===== src/rtl/dbg_mode_ctrl_pkg.sv =====
// Shared definitions for the debug-mode controller: FSM state encodings,
// dcsr.cause codes, the dpc source select and the drain counter width.
package dbg_mode_ctrl_pkg;

   localparam int CNT_W = 4;

   typedef enum logic [2:0] {
      ST_RUN    = 3'd0,
      ST_DRAIN  = 3'd1,
      ST_HALTED = 3'd2,
      ST_RESUME = 3'd3,
      ST_STEP   = 3'd4
   } dbg_state_e;

   typedef enum logic [2:0] {
      CAUSE_NONE    = 3'd0,
      CAUSE_EBREAK  = 3'd1,
      CAUSE_TRIGGER = 3'd2,
      CAUSE_HALTREQ = 3'd3,
      CAUSE_STEP    = 3'd4
   } dbg_cause_e;

   // Which PC is captured into dpc on debug entry.
   typedef enum logic [1:0] {
      DPC_SRC_PC_EX_Q = 2'd0,   // breakpoint: registered upstream, so one cycle old
      DPC_SRC_PC_EX   = 2'd1,   // ebreak / haltreq: instruction currently in EX
      DPC_SRC_NEXT_PC = 2'd2    // step completion: instruction after the retired one
   } dpc_src_e;

endpackage


===== src/rtl/dbg_mode_ctrl_if.sv =====
// Signal bundle between the debug-mode controller and its neighbours
// (trigger unit, pipeline control, debug module, debug CSRs).
//
// Handshake semantics: haltreq and resumereq are level requests from the
// debug module. A resume is accepted only in HALTED and is acknowledged by a
// single-cycle resumeack; a request still held high after the ack is not
// accepted again until the core has returned to HALTED. breakpoint,
// ebreak_ex, instr_retire and dpc_wr are single-cycle qualifiers; pipe_flush
// and pc_redirect are single-cycle strobes; pipe_stall and dbg_mode are levels.
interface dbg_mode_ctrl_if #(
   parameter int ADDR_WIDTH = 32
);
   logic                  breakpoint;
   logic                  ebreak_ex;
   logic                  haltreq;
   logic                  resumereq;
   logic                  dret_ex;
   logic                  dcsr_step;
   logic [ADDR_WIDTH-1:0] pc_ex;
   logic [ADDR_WIDTH-1:0] next_pc_ex;
   logic                  instr_retire;
   logic                  pipe_idle;
   logic                  dpc_wr;
   logic [ADDR_WIDTH-1:0] dpc_wr_data;
   logic                  dbg_mode;
   logic                  halted;
   logic                  resumeack;
   logic                  pipe_flush;
   logic                  pipe_stall;
   logic                  pc_redirect;
   logic [ADDR_WIDTH-1:0] pc_redirect_addr;
   logic [ADDR_WIDTH-1:0] dpc;
   logic [2:0]            dcsr_cause;

   // Core side driving the controller's inputs.
   modport master (
      output breakpoint, ebreak_ex, haltreq, resumereq, dret_ex, dcsr_step,
             pc_ex, next_pc_ex, instr_retire, pipe_idle, dpc_wr, dpc_wr_data,
      input  dbg_mode, halted, resumeack, pipe_flush, pipe_stall,
             pc_redirect, pc_redirect_addr, dpc, dcsr_cause
   );

   // The debug-mode controller itself.
   modport slave (
      input  breakpoint, ebreak_ex, haltreq, resumereq, dret_ex, dcsr_step,
             pc_ex, next_pc_ex, instr_retire, pipe_idle, dpc_wr, dpc_wr_data,
      output dbg_mode, halted, resumeack, pipe_flush, pipe_stall,
             pc_redirect, pc_redirect_addr, dpc, dcsr_cause
   );
endinterface


===== src/rtl/dbg_mode_ctrl_cause_arb.sv =====
// Priority encoder for debug-entry events. Inputs arrive already qualified
// by the FSM state; this block only ranks them and picks cause/dpc source.
module dbg_mode_ctrl_cause_arb
   import dbg_mode_ctrl_pkg::*;
(
   input  logic       breakpoint,
   input  logic       ebreak,
   input  logic       haltreq,
   input  logic       step_done,
   output logic       entry,
   output dbg_cause_e cause,
   output dpc_src_e   dpc_src
);

   // Fixed priority: trigger > ebreak > haltreq > step completion.
   always_comb begin
      entry   = 1'b0;
      cause   = CAUSE_NONE;
      dpc_src = DPC_SRC_PC_EX;
      if (breakpoint) begin
         entry   = 1'b1;
         cause   = CAUSE_TRIGGER;
         dpc_src = DPC_SRC_PC_EX_Q;
      end else if (ebreak) begin
         entry   = 1'b1;
         cause   = CAUSE_EBREAK;
         dpc_src = DPC_SRC_PC_EX;
      end else if (haltreq) begin
         entry   = 1'b1;
         cause   = CAUSE_HALTREQ;
         dpc_src = DPC_SRC_PC_EX;
      end else if (step_done) begin
         entry   = 1'b1;
         cause   = CAUSE_STEP;
         dpc_src = DPC_SRC_NEXT_PC;
      end
   end

endmodule


===== src/rtl/dbg_mode_ctrl.sv =====
// Debug-mode controller: sequences the core RUN -> DRAIN -> HALTED ->
// RESUME -> RUN/STEP, captures dpc and dcsr.cause on entry, flushes and
// drains the pipeline, and redirects the PC to dpc on resume or dret.
module dbg_mode_ctrl
   import dbg_mode_ctrl_pkg::*;
#(
   parameter int ADDR_WIDTH = 32,
   parameter int DRAIN_MAX  = 15
) (
   input  logic       cpu_clk,
   input  logic       cpu_rst,
   dbg_mode_ctrl_if.slave bus,
   output dbg_state_e dbg_state
);

   dbg_state_e            state_q, state_d;
   logic [ADDR_WIDTH-1:0] dpc_q, dpc_d;
   dbg_cause_e            cause_q, cause_d;
   logic [ADDR_WIDTH-1:0] pc_ex_q;
   logic [CNT_W-1:0]      cnt_q, cnt_d;
   logic                  dbg_mode_q, halted_q, resumeack_q, pipe_stall_q, pc_redirect_q;
   logic                  pipe_flush;

   logic       arb_entry;
   dbg_cause_e arb_cause;
   dpc_src_e   arb_dpc_src;
   logic       in_run, in_step;

   assign in_run  = (state_q == ST_RUN);
   assign in_step = (state_q == ST_STEP);

   // haltreq is held off during a step so the step completes with cause STEP.
   dbg_mode_ctrl_cause_arb u_cause_arb (
      .breakpoint (bus.breakpoint & (in_run | in_step)),
      .ebreak     (bus.ebreak_ex  & (in_run | in_step)),
      .haltreq    (bus.haltreq    & in_run),
      .step_done  (bus.instr_retire & in_step),
      .entry      (arb_entry),
      .cause      (arb_cause),
      .dpc_src    (arb_dpc_src)
   );

   // Next-state, dpc/cause capture and drain counting.
   always_comb begin
      state_d    = state_q;
      dpc_d      = dpc_q;
      cause_d    = cause_q;
      cnt_d      = cnt_q;
      pipe_flush = 1'b0;
      case (state_q)
         ST_RUN, ST_STEP: begin
            if (arb_entry) begin
               case (arb_dpc_src)
                  DPC_SRC_PC_EX_Q: dpc_d = pc_ex_q;
                  DPC_SRC_NEXT_PC: dpc_d = bus.next_pc_ex;
                  default:         dpc_d = bus.pc_ex;
               endcase
               cause_d    = arb_cause;
               cnt_d      = '0;
               pipe_flush = 1'b1;
               state_d    = ST_DRAIN;
            end
         end
         ST_DRAIN: begin
            // Counting the incremented value bounds DRAIN to DRAIN_MAX cycles.
            cnt_d = cnt_q + 1'b1;
            if (bus.pipe_idle || (cnt_d == CNT_W'(DRAIN_MAX))) begin
               state_d = ST_HALTED;
            end
         end
         ST_HALTED: begin
            if (bus.dpc_wr) begin
               dpc_d = bus.dpc_wr_data;
            end
            if (bus.resumereq || bus.dret_ex) begin
               state_d = ST_RESUME;
            end
         end
         ST_RESUME: begin
            state_d = bus.dcsr_step ? ST_STEP : ST_RUN;
         end
         default: begin
            state_d = ST_RUN;
         end
      endcase
   end

   // State, captured CSRs and outputs registered from the next state.
   always_ff @(posedge cpu_clk) begin
      if (cpu_rst) begin
         state_q       <= ST_RUN;
         dpc_q         <= '0;
         cause_q       <= CAUSE_NONE;
         pc_ex_q       <= '0;
         cnt_q         <= '0;
         dbg_mode_q    <= 1'b0;
         halted_q      <= 1'b0;
         resumeack_q   <= 1'b0;
         pipe_stall_q  <= 1'b0;
         pc_redirect_q <= 1'b0;
      end else begin
         state_q       <= state_d;
         dpc_q         <= dpc_d;
         cause_q       <= cause_d;
         pc_ex_q       <= bus.pc_ex;
         cnt_q         <= cnt_d;
         dbg_mode_q    <= (state_d == ST_HALTED);
         halted_q      <= (state_d == ST_HALTED);
         resumeack_q   <= (state_d == ST_RESUME);
         pipe_stall_q  <= (state_d == ST_DRAIN) || (state_d == ST_HALTED);
         pc_redirect_q <= (state_d == ST_RESUME);
      end
   end

   assign bus.dbg_mode         = dbg_mode_q;
   assign bus.halted           = halted_q;
   assign bus.resumeack        = resumeack_q;
   assign bus.pipe_stall       = pipe_stall_q;
   assign bus.pc_redirect      = pc_redirect_q;
   assign bus.pipe_flush       = pipe_flush;
   assign bus.pc_redirect_addr = dpc_q;
   assign bus.dpc              = dpc_q;
   assign bus.dcsr_cause       = cause_q;
   assign dbg_state            = state_q;

endmodule


===== src/flat_wrapper.sv =====
// flat-port wrapper written by rule: the top's interface ports become plain ports
module dbg_mode_ctrl_flat import dbg_mode_ctrl_pkg::*;
#(
   parameter int ADDR_WIDTH = 32,
   parameter int DRAIN_MAX  = 15
)
  (cpu_clk, cpu_rst, dbg_state, bus_breakpoint, bus_ebreak_ex, bus_haltreq, bus_resumereq, bus_dret_ex, bus_dcsr_step, bus_pc_ex, bus_next_pc_ex, bus_instr_retire, bus_pipe_idle, bus_dpc_wr, bus_dpc_wr_data, bus_dbg_mode, bus_halted, bus_resumeack, bus_pipe_flush, bus_pipe_stall, bus_pc_redirect, bus_pc_redirect_addr, bus_dpc, bus_dcsr_cause);
  dbg_mode_ctrl_if #(.ADDR_WIDTH(ADDR_WIDTH)) bus_i ();
  input  logic cpu_clk;
  input  logic cpu_rst;
  output dbg_state_e dbg_state;
  input wire logic [$bits(bus_i.breakpoint)-1:0] bus_breakpoint;
  input wire logic [$bits(bus_i.ebreak_ex)-1:0] bus_ebreak_ex;
  input wire logic [$bits(bus_i.haltreq)-1:0] bus_haltreq;
  input wire logic [$bits(bus_i.resumereq)-1:0] bus_resumereq;
  input wire logic [$bits(bus_i.dret_ex)-1:0] bus_dret_ex;
  input wire logic [$bits(bus_i.dcsr_step)-1:0] bus_dcsr_step;
  input wire logic [$bits(bus_i.pc_ex)-1:0] bus_pc_ex;
  input wire logic [$bits(bus_i.next_pc_ex)-1:0] bus_next_pc_ex;
  input wire logic [$bits(bus_i.instr_retire)-1:0] bus_instr_retire;
  input wire logic [$bits(bus_i.pipe_idle)-1:0] bus_pipe_idle;
  input wire logic [$bits(bus_i.dpc_wr)-1:0] bus_dpc_wr;
  input wire logic [$bits(bus_i.dpc_wr_data)-1:0] bus_dpc_wr_data;
  output wire logic [$bits(bus_i.dbg_mode)-1:0] bus_dbg_mode;
  output wire logic [$bits(bus_i.halted)-1:0] bus_halted;
  output wire logic [$bits(bus_i.resumeack)-1:0] bus_resumeack;
  output wire logic [$bits(bus_i.pipe_flush)-1:0] bus_pipe_flush;
  output wire logic [$bits(bus_i.pipe_stall)-1:0] bus_pipe_stall;
  output wire logic [$bits(bus_i.pc_redirect)-1:0] bus_pc_redirect;
  output wire logic [$bits(bus_i.pc_redirect_addr)-1:0] bus_pc_redirect_addr;
  output wire logic [$bits(bus_i.dpc)-1:0] bus_dpc;
  output wire logic [$bits(bus_i.dcsr_cause)-1:0] bus_dcsr_cause;
  assign bus_i.breakpoint = bus_breakpoint;
  assign bus_i.ebreak_ex = bus_ebreak_ex;
  assign bus_i.haltreq = bus_haltreq;
  assign bus_i.resumereq = bus_resumereq;
  assign bus_i.dret_ex = bus_dret_ex;
  assign bus_i.dcsr_step = bus_dcsr_step;
  assign bus_i.pc_ex = bus_pc_ex;
  assign bus_i.next_pc_ex = bus_next_pc_ex;
  assign bus_i.instr_retire = bus_instr_retire;
  assign bus_i.pipe_idle = bus_pipe_idle;
  assign bus_i.dpc_wr = bus_dpc_wr;
  assign bus_i.dpc_wr_data = bus_dpc_wr_data;
  assign bus_dbg_mode = bus_i.dbg_mode;
  assign bus_halted = bus_i.halted;
  assign bus_resumeack = bus_i.resumeack;
  assign bus_pipe_flush = bus_i.pipe_flush;
  assign bus_pipe_stall = bus_i.pipe_stall;
  assign bus_pc_redirect = bus_i.pc_redirect;
  assign bus_pc_redirect_addr = bus_i.pc_redirect_addr;
  assign bus_dpc = bus_i.dpc;
  assign bus_dcsr_cause = bus_i.dcsr_cause;
  dbg_mode_ctrl #(.ADDR_WIDTH(ADDR_WIDTH), .DRAIN_MAX(DRAIN_MAX)) u_core (.cpu_clk(cpu_clk), .cpu_rst(cpu_rst), .bus(bus_i), .dbg_state(dbg_state));
endmodule

===== config.mk =====
export PLATFORM = sky130hd
export DESIGN_NAME = dbg_mode_ctrl_flat
export DESIGN_NICKNAME = d
export VERILOG_FILES = /design/src/rtl/dbg_mode_ctrl_pkg.sv /design/src/rtl/dbg_mode_ctrl_if.sv /design/src/rtl/dbg_mode_ctrl_cause_arb.sv /design/src/rtl/dbg_mode_ctrl.sv /design/src/flat_wrapper.sv
export SDC_FILE = /design/constraint.sdc
export NUM_CORES = 1
export LEC_CHECK = 0
export CORE_AREA = 2 2 110 123
export DETAILED_ROUTE_END_ITERATION = 6
export DIE_AREA = 0 0 112 125
export HOLD_SLACK_MARGIN = 0.1
export PLACE_DENSITY = 0.7
export SKIP_LAST_GASP = 1
export SLEW_MARGIN = 10
export SYNTH_ARGS = -nofsm -noshare
export SYNTH_HDL_FRONTEND = slang
export SYNTH_SLANG_ARGS = --single-unit

===== constraint.sdc =====
create_clock -name cpu_clk -period 1.72 [get_ports cpu_clk]
set_input_delay 0.43 -clock cpu_clk [delete_from_list [all_inputs] [get_ports cpu_clk]]
set_output_delay 0.43 -clock cpu_clk [all_outputs]
set_load 0.005 [all_outputs]

==> summary.txt <==
Synthesis
  • Most frequent cells after synthesis: dfxtp_1 (77), nor2_1 (51), a21oi_1 (39)
  • Mean Syn Cell Area: just over 9 um2
  • Async SR Flop Fraction: 0%
  • Top cell type's share of synthesized area: about two fifths
  • Syn Inst Count: just over 400
  • Count leader, synth: dfxtp_1
  • Post-Synthesis Cell Area: between 3000 and 4000 um2
  • Ys flop type: dfxtp_1
  • Post-Syn Nets: 520
  • Yosys Warn Count: 0
  • Post-synth cell types: 35
  • Area contributors post-synth: dfxtp_1 (41%), a221oi_2 (11%), a22o_1 (7.4%)
  • Seq/Total Area, Yosys: 41.0%
  • Post-synth EDFFs: 0
  • Synthesized flop and latch total: 77
  • Most area-hungry cell type in the Yosys netlist: dfxtp_1

Clock tree
  • CTS buffer count: 9
  • Worst-Skew Late Latency: 0.32 ns
  • CTS clk-pin slew, worst paths: 0.06 ns
  • Root Buffer: clkbuf_16
  • TritonCTS Sinks: 77
  • CTS max path bufs: 2
  • Cts hold-fix bufs: 0
  • H-tree Lvls: 3
  • TritonCTS clock tree: done

Timing
  • Achievable frequency: 0.587 GHz
  • Worst Tran Pin Value: ~0.49 ns
  • Final worst path period need: 1.70 ns
  • # setup viols final: 0
  • Min setup slack post-route: about 0.017 ns
  • RSZ-0062 raised after global routing: yes
  • Rel. slew slack: 67.1%
  • Slew Limit Fails: 0
  • Setup Skew: 0.00673 ns
  • Period utilization: between 90 and 100%
  • Sum Neg Setup Slack: 0 ns
  • Final hold violation count: 0
  • Final hold slack: 0.497 ns

Global routing
  • Initial antenna violation count: 0
  • Global-route usage over all layers: about 17%
  • Grt total ovfl: 0
  • Vias in the first global route: around 3800
  • Largest net degree at the start of global routing: 27
  • First-pass GRT wire length: between 15 and 20 mm

Detailed routing
  • Routed Antenna Nets: 0
  • DRC Markers: 0
  • Routed Wire Length: between 10 and 15 mm
  • Post-DR wirelength/cell: 16.6 um
  • Starting DRC count in detailed routing: 201
  • Pre-antenna DRT Iters: 4
  • DR vias: 3649
  • Via/cell ratio: a little under 5

Layout
  • Area Overhead vs Synth: 67.5%
  • Total Nets Final: a little under 700
  • Design area: 6300 um2
  • Share of layout cells above drive strength 1: between 10% and 20%
  • Diode count: 0
  • Fillers: 1211

Die
  • Die Y: ~130 um
  • Total core area: ~13000 um2
  • Starting Density: 29.2%
  • Die footprint: approximately 14000 um2
  • Row cnt: 44
  • Die W: ~110 um
  • Top-level I/O count: approximately 180

Pwr
  • Sw Pwr: approximately 1.3 mW
  • P per Cell Area: between 800 and 900 nW/um2
  • Logic pwr share: between 20% and 30%
  • Lkg Pwr: roughly 2.5 nW
  • Clock share of power: a little over a third
  • Sequential Power Share: around 39%
  • Worst vdd ir: ~0.00037 V
  • Sw frac: about 26%
  • Cell Int Power: between 3 and 4 mW

Critical path
  • Nature of the critical path endpoint: output pin
  • CP Data Arrival Time: 1.27 ns
  • Worst EP required: 1.29 ns
  • Crit path launch type: flip-flop
  • Crit path max fanout: 2
  • Setup CP Type: flip-flop to output pin

Worst hold path
  • Worst min path class: flip-flop to flip-flop

Placement
  • Placed Area: between 5000 and 6000 um2
  • Detailed Place HPWL: 8.64 mm
  • Final Wtd Congestion: roughly 0.80
  • Worst slack, placed: -0.564 ns
  • IO Port Bufs: about 180

Job
  • Max_cap viols: 0

Run status
  • Status: finished, final reports clean
## area by class of cell
type | count | area (um2) | area share, %
clock inverter | 5 | 62.6 | 0.993
tap | 161 | 201 | 3.20
inverter | 4 | 15.0 | 0.238
multi-input combinational | 265 | 1960 | 31.1
clock buffer | 10 | 229 | 3.63
sequential | 77 | 1550 | 24.5
timing repair buffer | 220 | 2290 | 36.4
## cells in the final DEF (no fill, tap or decap), types with 2 or more instances in the layout
cell type	count
nor2b_1	36
a21oi_1	33
a21oi_2	5
buf_2	2
nand3_1	2
nor3_1	3
o21ai_1	2
nand2_1	38
clkinv_4	2
nor2_1	49
clkdlybuf4s50_1	173
ha_1	2
buf_12	11
dlygate4sd2_1	6
nor3b_4	2
a21o_1	2
buf_6	3
dfxtp_1	74
clkinvlp_4	2
a221oi_2	26
o21ai_0	2
a31oi_1	2
a221oi_4	6
buf_8	2
buf_4	20
a22o_1	32
dfxtp_2	3
inv_1	3
clkbuf_16	11
## cell families after synthesis
kind of cell    Yosys count  synth area share (%)
simple gates            144                  18.7
mux                       1                 0.266
buf+inv                  69                  11.8
flops                    77                  41.0
compound gates          118                  27.6
fa+ha+maj                 2                 0.665
## timing repair
item / CTS / global route
gates cloned: 0 / 2
pin swaps: 1 / 4
setup buffers: 3 / 2
setup endpoints to repair: 36 / 34
resized for setup: 21 / 25
## layer usage
layer  vias up  track usage, %  routed length [um]
met5         -               0                   0
met4         0            3.95                 145
met3         9            4.02                 640
met2       120            30.9                6370
met1      1770            19.5                5170
li1       1750               -                   -
## per-stage QoR
stage          power (mW)  std cells  utilization (%)
5_1_grt              5.46        742             48.9
2_1_floorplan        2.61        411                -
4_1_cts              5.23        738             47.4
3_3_place_gp         3.32        720             44.7
6_report             5.23        742             48.9
3_5_place_dp         3.35        720             44.7
## worst max-delay path, cell delays in order, from the launching register on
cell     delay [ns]
dfxtp_2        0.32
or2_4          0.25
a31o_4         0.22
inv_2          0.06
buf_2          0.10
## power groups by stage
stage	clock, mW	combinational [mW]	sequential (mW)
after detailed placement	0	1.29	2.06
after global placement	0	1.27	2.05
after global routing	1.98	1.44	2.04
after floorplan	0	0.558	2.05
after CTS	1.90	1.31	2.02
final	1.86	1.34	2.02
## sequential cells by signal (all words and copies together) (netlist names)
| register | flops |
|---|---|
| u_core.bus.dbg_mode | 1 |
| u_core.pc_ex_q | 32 |
| u_core.dbg_state | 3 |
| u_core.bus.dcsr_cause | 3 |
| u_core.cnt_q | 4 |
| u_core.bus.dpc | 32 |
| u_core.bus.resumeack | 1 |
| u_core.bus.pipe_stall | 1 |
## worst paths after layout
kind	from	endpoint	slack (ns)	depth (start not counted)
worst max-delay path	u_core.dbg_state[1]	bus_pipe_flush	0.02	4
worst min-delay path	u_core.bus.dcsr_cause[0]	u_core.bus.dcsr_cause[0]	0.50	2
worst max register to register	u_core.dbg_state[2]	u_core.bus.dpc[27]	0.05	7
worst min register to register	u_core.bus.dcsr_cause[0]	u_core.bus.dcsr_cause[0]	0.50	2
No activity file was read; power rests on OpenSTA's default activity.
